File: src/rtl/music_pkg.sv
`default_nettype none
// +--------------------------------------------------------------+
// | music_pkg : note encoding, frequency table, player states    |
// | Revision  : 1.0                                              |
// +--------------------------------------------------------------+
package music_pkg;

  localparam int NOTE_REST = 0;
  localparam int NOTE_MAX  = 47;
  localparam int NOTE_A4   = 22;

  // Equal-tempered pitches rounded to 1 Hz; index 0 is B2, index 22 is A4.
  localparam int NOTE_FREQ_HZ [48] = '{
     123,  131,  139,  147,  156,  165,  175,  185,  196,  208,  220,  233,
     247,  262,  277,  294,  311,  330,  349,  370,  392,  415,  440,  466,
     494,  523,  554,  587,  622,  659,  698,  740,  784,  831,  880,  932,
     988, 1047, 1109, 1175, 1245, 1319, 1397, 1480, 1568, 1661, 1760, 1865
  };

  typedef enum logic [1:0] {
    ST_IDLE  = 2'd0,
    ST_FETCH = 2'd1,
    ST_LATCH = 2'd2,
    ST_PLAY  = 2'd3
  } player_state_t;

  function automatic int note_div(input int clk_hz, input int n);
    return (clk_hz + NOTE_FREQ_HZ[n]) / (2 * NOTE_FREQ_HZ[n]);
  endfunction

  // The lowest note has the largest half-period divisor.
  function automatic int div_width(input int clk_hz);
    return $clog2(note_div(clk_hz, 0) + 1);
  endfunction

endpackage
`default_nettype wire

File: src/rtl/music_player_tone_gen.sv
`default_nettype none
// +--------------------------------------------------------------+
// | tone_gen : half-period counter driving a registered square   |
// | Revision : 1.0                                               |
// +--------------------------------------------------------------+
module tone_gen #(
  parameter int DIV_W = 8
) (
  input  logic             clk,
  input  logic             rst,
  input  logic [DIV_W-1:0] div,
  input  logic             en,
  input  logic             restart,
  output logic             wave
);

  logic [DIV_W-1:0] r_cnt;
  logic             r_wave;

  always_ff @(posedge clk or posedge rst) begin
    if (rst) begin
      r_cnt  <= '0;
      r_wave <= 1'b0;
    end else if (restart || !en) begin
      r_cnt  <= '0;
      r_wave <= 1'b0;
    end else if (r_cnt == div - 1'b1) begin
      r_cnt  <= '0;
      r_wave <= ~r_wave;
    end else begin
      r_cnt  <= r_cnt + 1'b1;
    end
  end

  assign wave = r_wave;

endmodule
`default_nettype wire

File: src/rtl/music_player.sv
`default_nettype none
// +--------------------------------------------------------------+
// | music_player : steps the note ROM at a fixed tempo, buzzer   |
// | Revision     : 1.0                                           |
// +--------------------------------------------------------------+
module music_player
  import music_pkg::*;
#(
  parameter int CLK_HZ     = 100_000_000,
  parameter int STEP_TICKS = 12_500_000,
  parameter int GAP_TICKS  = 1_250_000,
  parameter int SONG_LEN   = 242
) (
  input  logic       clk,
  input  logic       rst,
  input  logic       start,
  input  logic       stop,
  input  logic       loop_en,
  output logic [7:0] rom_addr,
  input  logic [7:0] rom_note,
  output logic       buzzer,
  output logic       playing,
  output logic       done
);

  localparam int c_div_w  = div_width(CLK_HZ);
  localparam int c_step_w = $clog2(STEP_TICKS + 1);
  localparam logic [c_step_w-1:0] c_step_last = c_step_w'(STEP_TICKS - 1);
  // Registered buzzer: stop enabling one cycle early so the gap starts exactly on time.
  localparam logic [c_step_w-1:0] c_tone_end  = c_step_w'(STEP_TICKS - GAP_TICKS - 1);
  localparam logic [7:0]          c_addr_last = 8'(SONG_LEN - 1);

  player_state_t         r_state, w_state_nxt;
  logic [c_step_w-1:0]   r_step;
  logic [7:0]            r_addr;
  logic [7:0]            r_note;
  logic [c_div_w-1:0]    r_div;
  logic                  r_done;
  logic                  w_step_end, w_last, w_audible, w_tone_en;
  logic [c_div_w-1:0]    w_div_sel;
  logic [c_div_w-1:0]    w_div_tbl [64];

  for (genvar i = 0; i < 64; i++) begin : g_div
    if (i <= NOTE_MAX) begin : g_note
      assign w_div_tbl[i] = c_div_w'(note_div(CLK_HZ, i));
    end else begin : g_rest
      assign w_div_tbl[i] = '0;
    end
  end

  assign w_div_sel  = (rom_note <= 8'(NOTE_MAX)) ? w_div_tbl[rom_note[5:0]] : '0;
  assign w_step_end = (r_state == ST_PLAY) && (r_step == c_step_last);
  assign w_last     = (r_addr == c_addr_last);
  assign w_audible  = (r_note != 8'(NOTE_REST)) && (r_note <= 8'(NOTE_MAX));
  assign w_tone_en  = (r_state == ST_PLAY) && (r_step < c_tone_end) && w_audible && !stop;

  always_ff @(posedge clk or posedge rst) begin
    if (rst) r_state <= ST_IDLE;
    else     r_state <= w_state_nxt;
  end

  always_comb begin
    w_state_nxt = r_state;
    case (r_state)
      ST_IDLE:  if (start) w_state_nxt = ST_FETCH;
      ST_FETCH: w_state_nxt = ST_LATCH;
      ST_LATCH: w_state_nxt = ST_PLAY;
      ST_PLAY:  if (w_step_end) w_state_nxt = (w_last && !loop_en) ? ST_IDLE : ST_FETCH;
      default:  w_state_nxt = ST_IDLE;
    endcase
    if (stop) w_state_nxt = ST_IDLE;
  end

  always_ff @(posedge clk or posedge rst) begin
    if (rst) begin
      r_step <= '0;
      r_addr <= '0;
      r_note <= '0;
      r_div  <= '0;
      r_done <= 1'b0;
    end else begin
      r_done <= 1'b0;
      if (stop || r_state == ST_IDLE) begin
        r_step <= '0;
        r_addr <= '0;
      end else if (w_step_end) begin
        r_step <= '0;
        if (w_last) begin
          r_addr <= '0;
          r_done <= !loop_en;
        end else begin
          r_addr <= r_addr + 1'b1;
        end
      end else begin
        r_step <= r_step + 1'b1;
      end
      if (r_state == ST_LATCH) begin
        r_note <= rom_note;
        r_div  <= w_div_sel;
      end
    end
  end

  tone_gen #(.DIV_W(c_div_w)) u_tone (
    .clk     (clk),
    .rst     (rst),
    .div     (r_div),
    .en      (w_tone_en),
    .restart (r_state == ST_LATCH),
    .wave    (buzzer)
  );

  assign rom_addr = r_addr;
  assign playing  = (r_state != ST_IDLE);
  assign done     = r_done;

endmodule
`default_nettype wire
File: config.mk
export PLATFORM = sky130hd
export DESIGN_NAME = music_player
export DESIGN_NICKNAME = d
export VERILOG_FILES = /design/src/rtl/music_pkg.sv /design/src/rtl/music_player_tone_gen.sv /design/src/rtl/music_player.sv
export SDC_FILE = /design/constraint.sdc
export NUM_CORES = 1
export LEC_CHECK = 0
export BUFFER_PORTS_ARGS = -buffer_cell sky130_fd_sc_hd__buf_2
export CAP_MARGIN = 25
export CORE_UTILIZATION = 45
export DETAILED_ROUTE_END_ITERATION = 8
export GPL_TIMING_DRIVEN = 0
export SETUP_SLACK_MARGIN = 0.15
export SLEW_MARGIN = 25
export SYNTH_ARGS = -nofsm -noshare
export SYNTH_HDL_FRONTEND = slang
export SYNTH_SLANG_ARGS = --single-unit
File: constraint.sdc
create_clock -name clk -period 4.3 [get_ports clk]
set_input_delay 0.645 -clock clk [delete_from_list [all_inputs] [get_ports clk]]
set_output_delay 0.645 -clock clk [all_outputs]
set_load 0.01 [all_outputs]
==> flow_metrics.py <==
metrics = {
    "synth": {
        "ys_async_sr_fraction_pct": 100.0,
        "ys_seq_area_share_pct": 35.66,
        "syn_nets": 740,
        "synthCells": 707,
        "synth_area_mm2": 0.005754,
        "yosys.area.top_type": "dfrtp_1",
        "synth_edf_count": 0,
        "ys_ff_latch": 82,
        "synth.avg_cell_area_um2": 8.139,
        "synth_cell_types": 56,
        "ys.flop_type": "dfrtp_1",
        "yosys_warnings": 0,
        "synth.top_cell.area_share_pct": 35.66,
        "synthTopCellsByArea": "dfrtp_1, nor2_1, xnor2_1, ha_1, a21oi_1",
    },
    "power_and_ir_drop": {
        "netSwitchingFraction_pct": 40.76,
        "pwr-share-seq_pct": 32.4,
        "power.density_mw_per_mm2": 495.3,
        "combPwrFrac_pct": 44.5,
        "internal_power_mw": 1.874,
        "p_clk_share_pct": 23.0,
        "power.total_mw": 3.164,
        "ir_drop_v": 0.0003555,
        "p_leak_nw": 2.570,
        "switchingPower_mw": 1.290,
    },
    "setup_path": {
        "critPathArrivalTime_ps": 3710,
        "crit_path_cell_trace": "inv_1, ha_1, nor4b_1, nand3_1, nor3_1, o22ai_1, a2111o_1, o41ai_4, buf_6, nor2_1",
        "slowest_delay_ps": 600,
        "critPathBufInv": 2,
        "cp-start-kind": "flop",
        "required_ps": 4540,
        "cpLargestDelayFamily": "simple AND/OR/NAND/NOR gates",
        "path_class": "flop to flop",
        "worstPathMaxFanout": 10,
        "cp-end-kind": "flop",
        "slowest_stage": "o41ai_4",
    },
    "die": {
        "dieArea_mm2": 0.01324,
        "die_width_um": 115.1,
        "die_h_um": 115.1,
        "ios": 24,
        "rows": 40,
        "initial_core_util_pct": 46.93,
        "fp.coreArea_mm2": 0.01226,
    },
    "clock_tree": {
        "clkSinkCount": 82,
        "insertion_delay_ps": 350,
        "clkTransAtPathRegs_ps": 70,
        "cts_tree": "yes",
        "holdBufCountCts": 0,
        "cts_buffers": 9,
        "cts_setup_buffers": 0,
        "clk_path_buf_depth": 2,
        "cts_resized": 0,
        "cts-root-buf": "clkbuf_16",
        "cts_htree_levels": 3,
    },
    "drt": {
        "drc": 0,
        "first_pass_iters": 7,
        "postRouteAntennaNets": 0,
        "vias": 5485,
        "wl_um": 16650,
        "routed_via_density": 5.995,
        "drt_first_iter_violations": 530,
        "wl_per_cell_um": 18.19,
    },
    "timing": {
        "slew_violations": 0,
        "setup_viol_count_final": 0,
        "slew_headroom_pct": 48.09,
        "clock_skew_ps": 6.123,
        "final.min_clock_period_ps": 3472,
        "achievable-frequency_mhz": 288.0,
        "rsz0062_at_grt": "no",
        "worstMarginPinSlew_ps": 771.5,
        "hold_viol_final": 0,
        "finalCritPeriodShare_pct": 80.75,
        "setup_tns_ps": 0,
    },
    "final_layout": {
        "areaGrowthSynthToFinish_pct": 11.02,
        "ff_latch_area_mm2": 0.002052,
        "final_cell_mix": "nor2_1, dfrtp_1, nand2_1",
        "insertedDiodeCount": 0,
        "layout_commonest_cell": "nor2_1",
        "nNetsFinal": 775,
        "drive_above_1_share_pct": 7.497,
        "layout.cells.non_filler": 915,
        "multiInputGateArea_mm2": 0.003412,
        "fillCellCount": 1197,
        "utilization_pct": 52.10,
    },
    "grt": {
        "grt_max_degree": 56,
        "grt-ovfl-total": 0,
        "antenna_found_initial": 0,
        "grtUsageTotal_pct": 27.20,
        "grt_pass1_wl_um": 27550,
        "grt_pass1_vias": 5291,
    },
    "placement": {
        "dpl.hpwl_um": 12230,
        "gp_routability_congestion": 0.9409,
        "post-place-cells": 899,
        "portBuffers": 23,
    },
    "min_path": {
        "min_path_type": "input port to async pin",
    },
    "flow_run": {
        "maxCapViolations": 0,
    },
    "outcome": {
        "status": "completed",
    },
}
==> per-layer routing <==
layer / wire [um] / vias to the layer above / global-route usage, %
li1: - / 2590 / -
met2: 7654 / 186 / 43.29
met3: 1100 / 35 / 5.219
met5: 0 / - / 0
met4: 424 / 0 / 10.82
met1: 7466 / 2674 / 36.58
==> area by class of cell <==
class	count	area share, %
timing repair buffer	24	2.233
clock inverter	7	0.8421
inverter	37	2.213
sequential	82	32.12
multi-input combinational	550	53.41
tap	168	3.290
clock buffer	9	3.525
buffer	38	2.370
==> state kept, by name, summed over array words and instances, names as in the netlist <==
signal        cells
r_step           24
r_div            19
u_tone.r_cnt     19
r_note            8
rom_addr          8
r_state           2
done              1
u_tone.wave       1
==> power by group through the flow <==
| stage | Clock, mW | Combinational (mW) | Sequential (mW) |
|---|---|---|---|
| 4_1_cts | 0.752 | 1.39 | 1.03 |
| 3_5_place_dp | 0 | 1.38 | 1.04 |
| 3_3_place_gp | 0 | 1.35 | 1.03 |
| 5_1_grt | 0.778 | 1.56 | 1.05 |
| 6_report | 0.729 | 1.41 | 1.03 |
| 2_1_floorplan | 0 | 1.09 | 0.998 |
==> final timing paths <==
path                       depth (start not counted)       from               end  slack [ps]
max                                               10   r_div[0]  u_tone.r_cnt[16]         830
min                                                2        rst   u_tone.r_cnt[8]         280
max reg2reg                                       10   r_div[0]  u_tone.r_cnt[16]         830
min reg2reg                                        1  r_step[0]         r_step[0]         510
max in group asynchronous                          3        rst       rom_addr[0]        3410
min in group clk                                   1  r_step[0]         r_step[0]         510
==> per-stage QoR <==
| stage | hold slack [ps] | area, um2 | setup WS, ps |
|---|---|---|---|
| after floorplan | 454.9 | 5754 | 1297 |
| after global placement | 474.6 | 6080 | 587.1 |
| after detailed placement | 491.1 | 6110 | 868.1 |
| after CTS | 287.1 | 6389 | 844.2 |
| after global routing | 311.7 | 6389 | 505.7 |
| final | 283.0 | 6389 | 827.9 |
==> synth_stat cells, types with 2 or more instances <==
cell type	count
a22oi_1	2
or2_2	2
a211o_1	5
o22ai_1	19
o21ai_0	41
nand2_1	46
ha_1	20
a31oi_1	10
a221oi_1	6
clkbuf_1	30
dfrtp_1	82
a21boi_0	4
or4_1	3
nand3_1	23
nor2b_1	12
xnor2_1	37
xor2_1	21
nor3_1	23
a21oi_1	41
nor2_1	105
nand4_1	13
and2_1	4
inv_1	37
and3_1	12
a311oi_1	4
o32ai_1	2
nand2b_1	7
o2bb2ai_1	3
mux2_2	8
o31ai_1	6
o21a_1	2
buf_1	6
nor4b_1	3
o211ai_1	10
o311ai_0	2
o32a_1	2
mux2i_1	5
a211oi_1	13
nor4_1	6
or3_1	13
and4_1	2
==> logic make-up (layout without fill, tap and decap cells) <==
family / count (synthesis) / count (layout) / synth area share, %
buffers and inverters: 75 / 115 / 5.044
XOR/XNOR: 58 / 58 / 8.828
multiplexers: 13 / 13 / 2.435
adder cells (fa/ha/maj): 20 / 20 / 4.349
flip-flops: 82 / 82 / 35.66
AO/OA/AOI/OAI: 181 / 181 / 20.53
AND/OR/NAND/NOR: 278 / 278 / 23.16
Power figures use the tool's default switching activity.
